<file path="src/rtl/board_memory_pkg.sv">
// board_memory_pkg
//   Shared definitions for the board tile store: default geometry, the
//   search FSM state encoding and the ring select codes.
package board_memory_pkg;

  localparam int N_EDGE_DEF   = 24;
  localparam int N_CENTER_DEF = 12;
  localparam int DATA_W_DEF   = 4;
  localparam int ADDR_W_DEF   = 6;

  localparam logic RING_EDGE   = 1'b0;
  localparam logic RING_CENTER = 1'b1;

  typedef enum logic [1:0] {
    S_IDLE = 2'd0,
    S_SCAN = 2'd1,
    S_DONE = 2'd2
  } find_state_t;

endpackage

</file>
<file path="src/rtl/board_memory_ring_next.sv">
// ring_next
//   Wrapped increment of a ring position: next = (ptr == size-1) ? 0 : ptr+1.
//   Shared with the game move logic.
// Ports
//   ptr   in   ADDR_W  current ring-relative position
//   size  in   ADDR_W  number of tiles in the ring
//   next  out  ADDR_W  following position, wrapping to 0
module ring_next #(
  parameter int ADDR_W = 6
) (
  input  logic [ADDR_W-1:0] ptr,
  input  logic [ADDR_W-1:0] size,
  output logic [ADDR_W-1:0] next
);

  assign next = (ptr == size - ADDR_W'(1)) ? '0 : ptr + ADDR_W'(1);

endmodule

</file>
<file path="src/rtl/board_memory.sv">
// board_memory
//   Tile store for the game board (edge ring + centre ring) with bulk load,
//   single-tile write, combinational read and a circular search engine that
//   finds the next tile equal to a key within one ring.
// Ports
//   clk, rst                     clock, synchronous active-high reset
//   WR, EDGE_DATA_IN,
//   CENTER_DATA_IN               bulk load of every tile (tile 0 in the MSBs)
//   WE_ONE, WR_ADDR, WR_DATA     single-tile write (out-of-range ignored, WR wins)
//   ADDR, DATA_OUT               combinational read, 0 when out of range
//   FIND_START/RING/FROM/KEY     search request, sampled only in IDLE
//   FIND_BUSY/DONE/HIT/IDX       search status and result
//
// state  | meaning
// S_IDLE | waiting for FIND_START
// S_SCAN | comparing one candidate per cycle, FIND_BUSY high
// S_DONE | one-cycle FIND_DONE pulse, FIND_START ignored
module board_memory
  import board_memory_pkg::*;
#(
  parameter int N_EDGE   = N_EDGE_DEF,
  parameter int N_CENTER = N_CENTER_DEF,
  parameter int DATA_W   = DATA_W_DEF,
  parameter int ADDR_W   = ADDR_W_DEF
) (
  input  logic                       clk,
  input  logic                       rst,
  input  logic                       WR,
  input  logic [N_EDGE*DATA_W-1:0]   EDGE_DATA_IN,
  input  logic [N_CENTER*DATA_W-1:0] CENTER_DATA_IN,
  input  logic                       WE_ONE,
  input  logic [ADDR_W-1:0]          WR_ADDR,
  input  logic [DATA_W-1:0]          WR_DATA,
  input  logic [ADDR_W-1:0]          ADDR,
  output logic [DATA_W-1:0]          DATA_OUT,
  input  logic                       FIND_START,
  input  logic                       FIND_RING,
  input  logic [ADDR_W-1:0]          FIND_FROM,
  input  logic [DATA_W-1:0]          FIND_KEY,
  output logic                       FIND_BUSY,
  output logic                       FIND_DONE,
  output logic                       FIND_HIT,
  output logic [ADDR_W-1:0]          FIND_IDX
);

  localparam int N_TOTAL = N_EDGE + N_CENTER;
  localparam logic [ADDR_W-1:0] SIZE_EDGE   = ADDR_W'(N_EDGE);
  localparam logic [ADDR_W-1:0] SIZE_CENTER = ADDR_W'(N_CENTER);

  logic [DATA_W-1:0] mem [N_TOTAL];

  find_state_t       state;
  logic              ring_q;
  logic [DATA_W-1:0] key_q;
  logic [ADDR_W-1:0] from_q;
  logic [ADDR_W-1:0] ptr;
  logic [ADDR_W-1:0] cnt;

  logic              ring_sel;
  logic [ADDR_W-1:0] ring_size;
  logic [ADDR_W-1:0] ptr_src;
  logic [ADDR_W-1:0] ptr_next;
  logic [ADDR_W-1:0] scan_addr;

  // In IDLE the ring and start point come straight from the request; during
  // SCAN they come from the latched copy and the running pointer.
  assign ring_sel  = (state == S_IDLE) ? FIND_RING : ring_q;
  assign ring_size = (ring_sel == RING_CENTER) ? SIZE_CENTER : SIZE_EDGE;
  assign ptr_src   = (state == S_IDLE) ? FIND_FROM : ptr;
  assign scan_addr = ((ring_q == RING_CENTER) ? SIZE_EDGE : '0) + ptr;

  ring_next #(.ADDR_W(ADDR_W)) u_ring_next (
    .ptr  (ptr_src),
    .size (ring_size),
    .next (ptr_next)
  );

  assign DATA_OUT = (int'(ADDR) < N_TOTAL) ? mem[ADDR] : '0;

  always_ff @(posedge clk) begin
    if (rst) begin
      for (int k = 0; k < N_TOTAL; k++) mem[k] <= '0;
    end else if (WR) begin
      for (int k = 0; k < N_EDGE; k++)
        mem[k] <= EDGE_DATA_IN[(N_EDGE-k)*DATA_W-1 -: DATA_W];
      for (int k = 0; k < N_CENTER; k++)
        mem[N_EDGE+k] <= CENTER_DATA_IN[(N_CENTER-k)*DATA_W-1 -: DATA_W];
    end else if (WE_ONE && (int'(WR_ADDR) < N_TOTAL)) begin
      mem[WR_ADDR] <= WR_DATA;
    end
  end

  always_ff @(posedge clk) begin
    if (rst) begin
      state     <= S_IDLE;
      ring_q    <= RING_EDGE;
      key_q     <= '0;
      from_q    <= '0;
      ptr       <= '0;
      cnt       <= '0;
      FIND_BUSY <= 1'b0;
      FIND_DONE <= 1'b0;
      FIND_HIT  <= 1'b0;
      FIND_IDX  <= '0;
    end else begin
      FIND_DONE <= 1'b0;
      case (state)
        S_IDLE: begin
          if (FIND_START) begin
            ring_q <= FIND_RING;
            key_q  <= FIND_KEY;
            from_q <= FIND_FROM;
            if (FIND_FROM < ring_size) begin
              ptr       <= ptr_next;
              cnt       <= '0;
              FIND_BUSY <= 1'b1;
              state     <= S_SCAN;
            end else begin
              FIND_HIT  <= 1'b0;
              FIND_IDX  <= FIND_FROM;
              FIND_DONE <= 1'b1;
              state     <= S_DONE;
            end
          end
        end
        S_SCAN: begin
          if (WR) begin
            // bulk reload invalidates the search; results keep their old values
            FIND_BUSY <= 1'b0;
            state     <= S_IDLE;
          end else if (mem[scan_addr] == key_q) begin
            FIND_HIT  <= 1'b1;
            FIND_IDX  <= ptr;
            FIND_BUSY <= 1'b0;
            FIND_DONE <= 1'b1;
            state     <= S_DONE;
          end else if (cnt == ring_size - ADDR_W'(1)) begin
            // wrapped all the way round back to FIND_FROM
            FIND_HIT  <= 1'b0;
            FIND_IDX  <= from_q;
            FIND_BUSY <= 1'b0;
            FIND_DONE <= 1'b1;
            state     <= S_DONE;
          end else begin
            ptr <= ptr_next;
            cnt <= cnt + ADDR_W'(1);
          end
        end
        S_DONE:  state <= S_IDLE;
        default: state <= S_IDLE;
      endcase
    end
  end

endmodule

</file>
<file path="config.mk">
export PLATFORM = sky130hd
export DESIGN_NAME = board_memory
export DESIGN_NICKNAME = d
export VERILOG_FILES = /design/src/rtl/board_memory_pkg.sv /design/src/rtl/board_memory_ring_next.sv /design/src/rtl/board_memory.sv
export SDC_FILE = /design/constraint.sdc
export NUM_CORES = 1
export LEC_CHECK = 0
export ABC_AREA = 0
export CAP_MARGIN = 20
export CORE_ASPECT_RATIO = 0.7
export CORE_MARGIN = 8
export CORE_UTILIZATION = 31
export DETAILED_ROUTE_END_ITERATION = 7
export PLACE_DENSITY = 0.49
export SETUP_SLACK_MARGIN = 0.5
export SKIP_CTS_REPAIR_TIMING = 1
export SYNTH_ARGS = -nofsm -noshare
export SYNTH_HDL_FRONTEND = slang
export SYNTH_SLANG_ARGS = --single-unit
</file>
<file path="constraint.sdc">
create_clock -name clk -period 6.06 [get_ports clk]
set_clock_uncertainty 0.2 [all_clocks]
set_input_delay 1.212 -clock clk [delete_from_list [all_inputs] [get_ports clk]]
set_output_delay 1.212 -clock clk [all_outputs]
set_load 0.1 [all_outputs]
</file>
==> results.sh <==
export IMPL_synth_edf_count=256
export IMPL_power_frac_clock_pct=35.1
export IMPL_clk_pin_slew_ns=0.06
export IMPL_grt_pass1_vias=10800
export IMPL_synth_flop_cell="edfxtp_1"
export IMPL_cts_tree="yes"
export IMPL_synth_seq_cells=290
export IMPL_io_pins=189
export IMPL_finalCritPeriodShare_pct=81.9
export IMPL_required_ns=4.65
export IMPL_outcome="finished, final reports clean"
export IMPL_synthCells=1042
export IMPL_start_kind="primary input"
export IMPL_relSlewSlack_pct=30.8
export IMPL_drive_gt1_share_pct=14.8
export IMPL_setup_ws_ns=1.09
export IMPL_dpl_instance_area_mm2=0.0176
export IMPL_worstMarginPinSlew_ns=1.04
export IMPL_power_internal_mw=3.86
export IMPL_avgRoutedWirePerCell_um=26.0
export IMPL_die_area_mm2=0.0551
export IMPL_cts_made_buffers=31
export IMPL_grt_ovfl_total=0
export IMPL_peakVddDrop_mv=0.199
export IMPL_dp_hpwl_mm=37.9
export IMPL_clk_latency_ns=0.59
export IMPL_finalHoldViolCount=0
export IMPL_ys_types=67
export IMPL_wl_mm=50.7
export IMPL_yosysWarnings=0
export IMPL_worstPathMaxFanout=36
export IMPL_maxCapViolations=0
export IMPL_crit_type="primary input to primary output"
export IMPL_initial_utilization_pct=31.1
export IMPL_coreArea_mm2=0.0475
export IMPL_first_pass_iters=5
export IMPL_crit_chain="clkdlybuf4s50_1 > buf_4 > mux4_2 > mux4_2 > mux2i_1 > o21ai_1 > buf_4"
export IMPL_finalSetupViolCount=0
export IMPL_setup_worst_path_end_class="primary output"
export IMPL_area_delta_synth_final_pct=25.7
export IMPL_period_minus_slack_ns=4.97
export IMPL_pre_cts_slack_ns=1.10
export IMPL_async_reset_ff_share_pct=0
export IMPL_arrival_ns=3.55
export IMPL_syn_avg_cell_area_um2=14.2
export IMPL_antenna_found_initial=1
export IMPL_fmax_ghz=0.201
export IMPL_dieHeight_um=199
export IMPL_clk_path_buf_depth=3
export IMPL_netlist_area_mm2=0.0148
export IMPL_p_seq_share_pct=46.8
export IMPL_drt_vias_per_instance=5.46
export IMPL_chipWidth_um=277
export IMPL_num_nets_final=1489
export IMPL_final_cell_area_mm2=0.0186
export IMPL_htreeDepth=1
export IMPL_hp_class="flip-flop to flip-flop"
export IMPL_fin_tns_setup_ns=0
export IMPL_grt_max_degree=81
export IMPL_num_rows=67
export IMPL_max_stage_delay_ns=0.48
export IMPL_switching_share_pct=27.3
export IMPL_grt_usage_pct=17.9
export IMPL_power_frac_comb_pct=18.1
export IMPL_place_gp_congestion=0.867
export IMPL_critical_path_slowest_cell="mux4_2"
export IMPL_io_buffers=188
export IMPL_drtIter0Drc=905
export IMPL_grt_pass1_wl_mm=73.7
export IMPL_ant_nets=0
export IMPL_power_density_mw_per_mm2=285
export IMPL_cts_sinks=290
export IMPL_drc=0
export IMPL_rsz0062_at_grt="no"
export IMPL_root_buffer="clkbuf_16"
export IMPL_slew_viol_final=0
export IMPL_p_leak_nw=6.46
export IMPL_p_sw_mw=1.45
export IMPL_vias=10700
export IMPL_n_antenna_cell=0
export IMPL_seq_area_frac_synth_pct=56.6
[per-layer routing]
metal	vias up	GRT usage [%]	share of wire [%]
li1	4693	-	-
met1	5451	26.6	47
met2	452	27.0	43
met3	66	3.81	7.5
met4	0	3.49	1.8
met5	-	0	0
[kinds of logic (layout without fill, tap and decap cells)]
kind of cell    Yosys count  in the layout  share of synthesized area [%]
compound gates          295            295                           15.0
flops                   290            290                           56.6
simple gates            212            212                           6.48
mux                     131            131                           17.9
buf+inv                  98            277                           2.89
xor+xnor                 10             10                          0.694
fa+ha+maj                 5              5                          0.474
other cells               1            112                         0.0253
[cells in the final DEF (no fill, tap or decap), types with 8 or more instances in the layout]
cell / netlist / layout
clkbuf_16: 0 / 31
o31ai_1: 8 / 8
mux4_2: 105 / 105
a21oi_1: 24 / 24
a22o_1: 142 / 142
nor2b_1: 11 / 10
clkbuf_1: 62 / 8
buf_4: 2 / 25
o21ai_0: 64 / 60
dfxtp_1: 34 / 32
edfxtp_1: 256 / 256
nand3_1: 22 / 22
nand2_1: 71 / 71
nor2_1: 68 / 67
conb_1: 1 / 112
clkdlybuf4s50_1: 0 / 179
a31oi_1: 14 / 14
mux2i_1: 23 / 23
[power groups by stage]
| stage | sequential, mW | combinational (mW) | clock [mW] |
|---|---|---|---|
| after global placement | 2.52 | 0.953 | 0 |
| after floorplan | 2.47 | 0.601 | 0 |
| after CTS | 2.48 | 0.964 | 1.89 |
| after detailed placement | 2.52 | 0.961 | 0 |
| after global routing | 2.49 | 1.03 | 1.96 |
| final | 2.48 | 0.962 | 1.86 |
[synthesized netlist by cell type (all sizes together) (3+ instances only)]
cell	n	share of area [%]
o211ai	6	0.30
nor2	68	1.7
a31oi	15	0.68
a21oi	24	0.81
nand3b	3	0.15
o31ai	8	0.41
xnor2	6	0.41
and2	3	0.13
nand4	7	0.30
inv	9	0.23
dfxtp	34	4.6
ha	4	0.34
or3	3	0.13
nand2b	7	0.30
nor2b	11	0.47
o21ai	66	2.2
mux4	106	16
nor4	3	0.13
and3	3	0.13
mux2i	23	1.6
buf	25	1.0
a2111oi	4	0.24
xor2	4	0.29
clkbuf	62	1.6
a22o	142	8.4
nand3	22	0.74
a311oi	3	0.30
edfxtp	256	52
o22ai	4	0.21
nor3	6	0.20
nand2	71	1.8
a211oi	5	0.32
[final cells by class]
cell class                 instances  area (um2)
clock buffer                      46         877
clock inverter                    11         104
fill                            4503       28900
inverter                          11        41.3
multi-input combinational        765        6420
sequential                       290        8370
tap                              621         777
timing repair buffer             209        2000
[per-stage QoR]
| step | power (mW) | utilization (%) | std cells | hold slack (ns) |
|---|---|---|---|---|
| finish | 5.30 | 39.1 | 1953 | 0.262 |
| global route | 5.49 | 39.1 | 1953 | 0.281 |
| CTS | 5.33 | 39.1 | 1953 | 0.264 |
| detailed placement | 3.48 | 37.1 | 1896 | 0.253 |
| global placement | 3.48 | 37.1 | 1896 | 0.248 |
| floorplan | 3.07 | - | 1153 | 0.237 |
[critical path, delay by kind of cell]
family          cells  cell delay [ns]
compound gates      1             0.13
buf+inv             3             1.13
mux                 3             1.06
[state kept, by name, indices dropped and copies added (netlist names)]
| signal | count |
|---|---|
| state | 2 |
| cnt | 6 |
| FIND_DONE | 1 |
| FIND_HIT | 1 |
| FIND_IDX | 6 |
| ptr | 6 |
| mem | 256 |
| key_q | 4 |
| FIND_BUSY | 1 |
| ring_q | 1 |
| from_q | 6 |
[final timing paths]
kind	from	endpoint	slack [ns]	depth (start not counted)
worst min register to register	from_q[3]	from_q[3]	0.26	2
worst max register to register	ptr[3]	cnt[4]	1.44	13
worst max-delay path	ADDR[1]	DATA_OUT[1]	1.09	7
worst min-delay path	from_q[3]	from_q[3]	0.26	2
Note: power is estimated with default switching activity, not from simulation.
